`src/rtl/patgen_pkg.sv`:
```
// Shared types and constants for the trigger pattern generator and its LFSR filler.
package patgen_pkg;

  typedef enum logic [1:0] {
    IDLE = 2'd0,
    RUN  = 2'd1,
    DONE = 2'd2
  } state_e;

  localparam int DATA_W_DEF = 33;
  localparam int CNT_W_DEF  = 17;

  // Fibonacci taps 16,14,13,11 expressed as bit positions 15,13,12,10.
  localparam logic [15:0] LFSR_SEED = 16'hACE1;
  localparam logic [15:0] LFSR_TAPS = 16'hB400;

endpackage

```
`src/rtl/patgen_lfsr16.sv`:
```
// 16-bit Fibonacci LFSR for pseudo-random filler words; only built when
// PATGEN_LFSR_FILL_EN is defined.
`ifdef PATGEN_LFSR_FILL_EN
module patgen_lfsr16
  import patgen_pkg::*;
(
  input  logic        clock,
  input  logic        reset_n,
  input  logic        en,
  output logic [15:0] q
);

  logic [15:0] lfsr_q, lfsr_d;

  always_comb begin
    lfsr_d = lfsr_q;
    if (en) lfsr_d = {lfsr_q[14:0], ^(lfsr_q & LFSR_TAPS)};
  end

  always_ff @(posedge clock or negedge reset_n) begin
    if (!reset_n) lfsr_q <= LFSR_SEED;
    else          lfsr_q <= lfsr_d;
  end

  assign q = lfsr_q;

endmodule
`endif

```
`src/rtl/trigger_pattern_gen.sv`:
```
// Drives the trigger matcher's start level and data bus so the programmed burst lands
// OFFSET cycles after start rises. Optional LFSR filler: PATGEN_LFSR_FILL_EN.
module trigger_pattern_gen
  import patgen_pkg::*;
#(
  parameter int                DATA_W    = DATA_W_DEF,
  parameter int                CNT_W     = CNT_W_DEF,
  parameter int                OFFSET    = 1,
  parameter logic [DATA_W-1:0] PATTERN   = 4,
  parameter int                LENGTH    = 1,
  parameter logic [DATA_W-1:0] STEP      = 0,
  parameter int                RUN_LEN   = 16,
  parameter logic [DATA_W-1:0] IDLE_WORD = 0
) (
  input  logic              clock,
  input  logic              reset_n,
  input  logic              go,
  input  logic              abort,
  output logic              start_out,
  output logic [DATA_W-1:0] data_out,
  output logic              busy,
  output logic              done
);

  // Word index is one bit wider than cnt so cnt+1 at the last run cycle cannot wrap.
  localparam int               KW     = CNT_W + 1;
  localparam logic [KW-1:0]    OFF_K  = KW'(OFFSET);
  localparam logic [KW-1:0]    END_K  = KW'(OFFSET + LENGTH);
  localparam logic [CNT_W-1:0] LAST_K = CNT_W'(RUN_LEN - 1);

  state_e              state_q, state_d;
  logic [CNT_W-1:0]    cnt_q, cnt_d;
  logic                start_q, start_d;
  logic [DATA_W-1:0]   data_q, data_d;
  logic                busy_q, busy_d;
  logic                done_q, done_d;

  logic [KW-1:0]       k_nxt;
  logic                in_burst;
  logic [DATA_W-1:0]   burst_w;
  logic [DATA_W-1:0]   filler;
  logic [DATA_W-1:0]   word_nxt;

  function automatic logic [DATA_W-1:0] burst_val(input logic [KW-1:0] k);
    logic [DATA_W-1:0] idx;
    idx = DATA_W'(k - OFF_K);
    return PATTERN + idx * STEP;
  endfunction

  // Index of the word that will be on data_out after the coming edge.
  always_comb begin
    k_nxt    = (state_q == RUN) ? ({1'b0, cnt_q} + KW'(1)) : '0;
    in_burst = (k_nxt >= OFF_K) && (k_nxt < END_K);
    burst_w  = burst_val(k_nxt);
  end

`ifdef PATGEN_LFSR_FILL_EN
  logic [15:0]       lfsr_w;
  logic [DATA_W-1:0] fill_raw;
  logic [DATA_W-1:0] fill_cand;

  patgen_lfsr16 u_lfsr (
    .clock   (clock),
    .reset_n (reset_n),
    .en      (state_q == RUN),
    .q       (lfsr_w)
  );

  // Invert the filler if it would alias a burst word and cause a false match.
  always_comb begin
    fill_raw  = DATA_W'(lfsr_w);
    fill_cand = (STEP == '0) ? PATTERN : burst_w;
    filler    = (fill_raw == fill_cand) ? ~fill_raw : fill_raw;
  end
`else
  assign filler = IDLE_WORD;
`endif

  assign word_nxt = in_burst ? burst_w : filler;

  always_comb begin
    state_d = state_q;
    cnt_d   = cnt_q;
    start_d = start_q;
    data_d  = data_q;
    busy_d  = busy_q;
    done_d  = 1'b0;
    case (state_q)
      IDLE: begin
        start_d = 1'b0;
        data_d  = IDLE_WORD;
        busy_d  = 1'b0;
        if (go && !abort) begin
          state_d = RUN;
          start_d = 1'b1;
          cnt_d   = '0;
          data_d  = word_nxt;
          busy_d  = 1'b1;
        end
      end
      RUN: begin
        if (abort) begin
          state_d = IDLE;
          start_d = 1'b0;
          data_d  = IDLE_WORD;
          busy_d  = 1'b0;
          cnt_d   = '0;
        end else if (cnt_q == LAST_K) begin
          state_d = DONE;
          start_d = 1'b0;
          data_d  = IDLE_WORD;
          done_d  = 1'b1;
        end else begin
          cnt_d  = cnt_q + 1'b1;
          data_d = word_nxt;
        end
      end
      DONE: begin
        state_d = IDLE;
        start_d = 1'b0;
        data_d  = IDLE_WORD;
        busy_d  = 1'b0;
        cnt_d   = '0;
      end
      default: begin
        state_d = IDLE;
        start_d = 1'b0;
        data_d  = IDLE_WORD;
        busy_d  = 1'b0;
        cnt_d   = '0;
      end
    endcase
  end

  always_ff @(posedge clock or negedge reset_n) begin
    if (!reset_n) begin
      state_q <= IDLE;
      cnt_q   <= '0;
      start_q <= 1'b0;
      data_q  <= IDLE_WORD;
      busy_q  <= 1'b0;
      done_q  <= 1'b0;
    end else begin
      state_q <= state_d;
      cnt_q   <= cnt_d;
      start_q <= start_d;
      data_q  <= data_d;
      busy_q  <= busy_d;
      done_q  <= done_d;
    end
  end

  assign start_out = start_q;
  assign data_out  = data_q;
  assign busy      = busy_q;
  assign done      = done_q;

endmodule
```
`config.mk`:
```
export PLATFORM = sky130hd
export DESIGN_NAME = trigger_pattern_gen
export DESIGN_NICKNAME = d
export VERILOG_FILES = /design/src/rtl/patgen_pkg.sv /design/src/rtl/patgen_lfsr16.sv /design/src/rtl/trigger_pattern_gen.sv
export SDC_FILE = /design/constraint.sdc
export NUM_CORES = 1
export LEC_CHECK = 0
export CORE_UTILIZATION = 40
export CTS_BUF_LIST = sky130_fd_sc_hd__clkbuf_16
export CTS_CLUSTER_SIZE = 28
export DETAILED_ROUTE_END_ITERATION = 16
export GPL_TIMING_DRIVEN = 0
export PLACE_DENSITY = 0.66
export SKIP_LAST_GASP = 1
export SYNTH_ARGS = -nofsm -noshare
export SYNTH_HDL_FRONTEND = slang
export SYNTH_HIERARCHICAL = 1
export SYNTH_SLANG_ARGS = --single-unit
```
`constraint.sdc`:
```
create_clock -name clock -period 2.61 [get_ports clock]
set_input_delay 0.522 -clock clock [delete_from_list [all_inputs] [get_ports clock]]
set_output_delay 0.522 -clock clock [all_outputs]
set_load 0.03 [all_outputs]
```
==> impl_metrics.csv <==
group,metric,value,unit
worst_setup_path,worst_ep_required_time,2.79,ns
route,post_dr_vias_cell,4.94,
timing,timing.fmax,430,MHz
final_layout,area_growth_syn_to_layout,18.8,%
yosys,yosysMostFrequentCell,"sky130_fd_sc_hd__buf_4",
power_and_ir_drop,worst_voltage_drop_across_the_vdd_grid,0.000262,V
outcome,outcome,"finished clean",
route,drc,0,
floorplanning,die_y,67.7,um
route,dr_total_vias,1461,
floorplanning,die_w,67.7,um
yosys,synth_area_leader_cell,"sky130_fd_sc_hd__dfrtp_1",
timing,slew_viol_final,0,
route,detailedRoute.firstIterationViolations,95,
yosys,synth-edff-count,0,
worst_setup_path,reg2reg_to,"cnt_q[14]$_DFFE_PN0P_",
floorplanning,core.rowCount,23,
cts,numClockSinks,23,
cts,clock_insertion_delay_worst_skew,0.26,ns
yosys,synth-async-reset-ratio,1.00,
timing,slew_margin_rel,0.307,
placed_design,dp_cells,293,
yosys,synth_seq_cells,23,
worst_setup_path,critPathMaxFanout,10,
power_and_ir_drop,power_leakage,0.997,nW
worst_setup_path,arrival_time_at_the_worst_endpoint,2.51,ns
hold_path,worstHoldPathType,"reg2reg",
cts,root_buffer,"sky130_fd_sc_hd__clkbuf_16",
final_layout,antenna_cells_inserted,0,
floorplanning,floorplan.io_pins,40,
placed_design,io_buffer_count,7,
floorplanning,die_area,4580,um2
yosys,ys.warnings.count,6,
cts,cts_buffer_depth,2,
global_route,first_pass_grt_wire_length,5.98,mm
placed_design,dp.final_hpwl,2.62,mm
timing,setup_viol_count_final,0,
timing,final.setup.worst_slack,0.285,ns
worst_setup_path,critPathLaunch,"cnt_q[0]$_DFFE_PN0P_",
worst_setup_path,worst_r2r_path_depth,8,
global_route,grt_use_total,0.175,
timing,post-route-min-period,2.32,ns
yosys,ys_top_cells_by_count,"sky130_fd_sc_hd__buf_4 (32), sky130_fd_sc_hd__dfrtp_1 (23), sky130_fd_sc_hd__nand2_1 (17), sky130_fd_sc_hd__nand3_1 (16), sky130_fd_sc_hd__a21oi_1 (15)",
route,ant_nets,0,
global_route,number_of_global_route_vias_before_repair,1234,
worst_setup_path,critPathKind,"reg2reg",
yosys,synth-seq-area-share,0.334,
global_route,largest_net_degree_at_the_start_of_global_routing,24,
timing,fin_worst_hold_slack,0.540,ns
timing,timing.clock.skew,0.00566,ns
worst_setup_path,worst_r2r_startpoint,"cnt_q[0]$_DFFE_PN0P_",
placed_design,gp_routability_congestion,0.874,
yosys,synth.distinct_cells,40,
worst_setup_path,end_kind,"flop",
route,wirelength,3.62,mm
cts,cts.clk_slew.worst_paths,0.06,ns
yosys,synth.top_cell.area_share,0.334,
yosys,synthesis.instances,205,
timing,worst_slew_pin_slew,1.04,ns
floorplanning,core_ar,4060,um2
final_layout,post_layout_nonfiller_instances,296,
worst_setup_path,startpoint_type,"flop",
yosys,synth.cell_area,1730,um2
worst_setup_path,worst-r2r-setup-slack,0.29,ns
yosys,synth.avg_cell_area,8.42,um2
yosys,dominantRegCellSynth,"sky130_fd_sc_hd__dfrtp_1",
floorplanning,start_util,0.425,
cts,clock_tree_from_tritoncts,"done",
cts,cts_buffers,3,
route,drt-wirelength-per-cell,12.2,um
final_layout,drive_gt1_frac,0.232,
cts,cts-htree-levels,1,
timing,final.period_utilization,0.891,
final_layout,layout.core_utilization,0.505,
final_layout,layout.nets,252,
placed_design,standard_cell_area_after_detailed_placement,1970,um2
power_and_ir_drop,power.total,0.909,mW
cts,post_cts_resized,0,
timing,totalNegativeSetupSlack,0,ns
flow_run,max_cap_viol_count,0,
global_route,grt.overflow.total,0,
timing,rsz0062_at_grt,"false",
route,detailedRoute.firstPassIterationCount,4,
timing,hold_viol_final,0,
power_and_ir_drop,power.density,443,nW/um2
final_layout,final_cell_area,2050,um2
global_route,grt_antenna_before_repair,0,
yosys,synth.top_cells.by_area,"sky130_fd_sc_hd__dfrtp_1 (33%), sky130_fd_sc_hd__buf_4 (14%), sky130_fd_sc_hd__nand3_1 (4.6%)",
placed_design,pre_cts_slack,0.0450,ns
worst_setup_path,timing.critical_path.to,"cnt_q[14]$_DFFE_PN0P_",
worst max-delay path, stage by stage (launching register included):
cell,delay [ns]
sky130_fd_sc_hd__dfrtp_1,0.45
sky130_fd_sc_hd__ha_1,0.29
sky130_fd_sc_hd__and3_2,0.21
sky130_fd_sc_hd__buf_6,0.12
sky130_fd_sc_hd__nand3_1,0.09
sky130_fd_sc_hd__o31ai_1,0.38
sky130_fd_sc_hd__nand2_1,0.25
sky130_fd_sc_hd__buf_2,0.26
sky130_fd_sc_hd__a31oi_1,0.19
layer usage:
layer | global-route usage | share of wire | vias to the layer above
li1 | - | - | 747
met1 | 0.242 | 0.48 | 663
met2 | 0.281 | 0.46 | 46
met3 | 0.0203 | 0.047 | 5
met4 | 0.0559 | 0.013 | 0
met5 | 0 | 0 | -
flip-flops by register name, indices dropped and copies added, names as in the netlist:
register,flops
data_out,1
state_q,2
done,1
cnt_q,17
start_out,1
busy,1
worst min path at each step:
stage                                     start                     to  cells after the start
after floorplan                         reset_n       busy$_DFFE_PN0P_                      0
after global placement    cnt_q[14]$_DFFE_PN0P_  cnt_q[14]$_DFFE_PN0P_                      1
after detailed placement  cnt_q[14]$_DFFE_PN0P_  cnt_q[14]$_DFFE_PN0P_                      1
after CTS                 cnt_q[14]$_DFFE_PN0P_  cnt_q[14]$_DFFE_PN0P_                      1
after global routing      cnt_q[14]$_DFFE_PN0P_  cnt_q[14]$_DFFE_PN0P_                      1
final                          busy$_DFFE_PN0P_       busy$_DFFE_PN0P_                      2
placed cells by master, fill, tap and decap left out, drive strengths merged, types with 8 or more instances in the layout:
| cell type | synthesis | layout |
|---|---|---|
| o21ai | 8 | 8 |
| a21oi | 15 | 15 |
| a31oi | 9 | 9 |
| buf | 39 | 39 |
| nor2 | 13 | 13 |
| nand3 | 16 | 16 |
| conb | 1 | 32 |
| dfrtp | 23 | 23 |
| nand2 | 17 | 17 |
layout make-up:
cell class | instances | area (um2)
clock inverters | 1 | 3.75
repair buffers | 7 | 70.1
clock buffers | 3 | 75.1
well taps | 50 | 62.6
inverters | 4 | 15.0
plain buffers | 43 | 332
fillers | 416 | 2010
flip-flops and latches | 23 | 576
multi-input cells | 165 | 916
cell families (layout without fill, tap and decap cells):
kind of cell	Yosys count	count (layout)	synth area share
XOR/XNOR	4	4	0.0203
buffers and inverters	48	58	0.203
adder cells (fa/ha/maj)	1	1	0.00725
flip-flops	23	23	0.334
other	1	32	0.00217
multiplexers	1	1	0.00870
AO/OA/AOI/OAI	50	50	0.189
AND/OR/NAND/NOR	77	77	0.236
where the power goes:
group	switching (mW)	internal (mW)	total [mW]
clock network	0.133	0.205	0.337
logic	0.119	0.0652	0.185
registers	0.0178	0.369	0.387
timing repair:
item                       in CTS  in global routing
setup endpoints to repair       0                  5
buffers inserted                0                  0
hold buffers                    0                  0
Power figures use the tool's default switching activity.
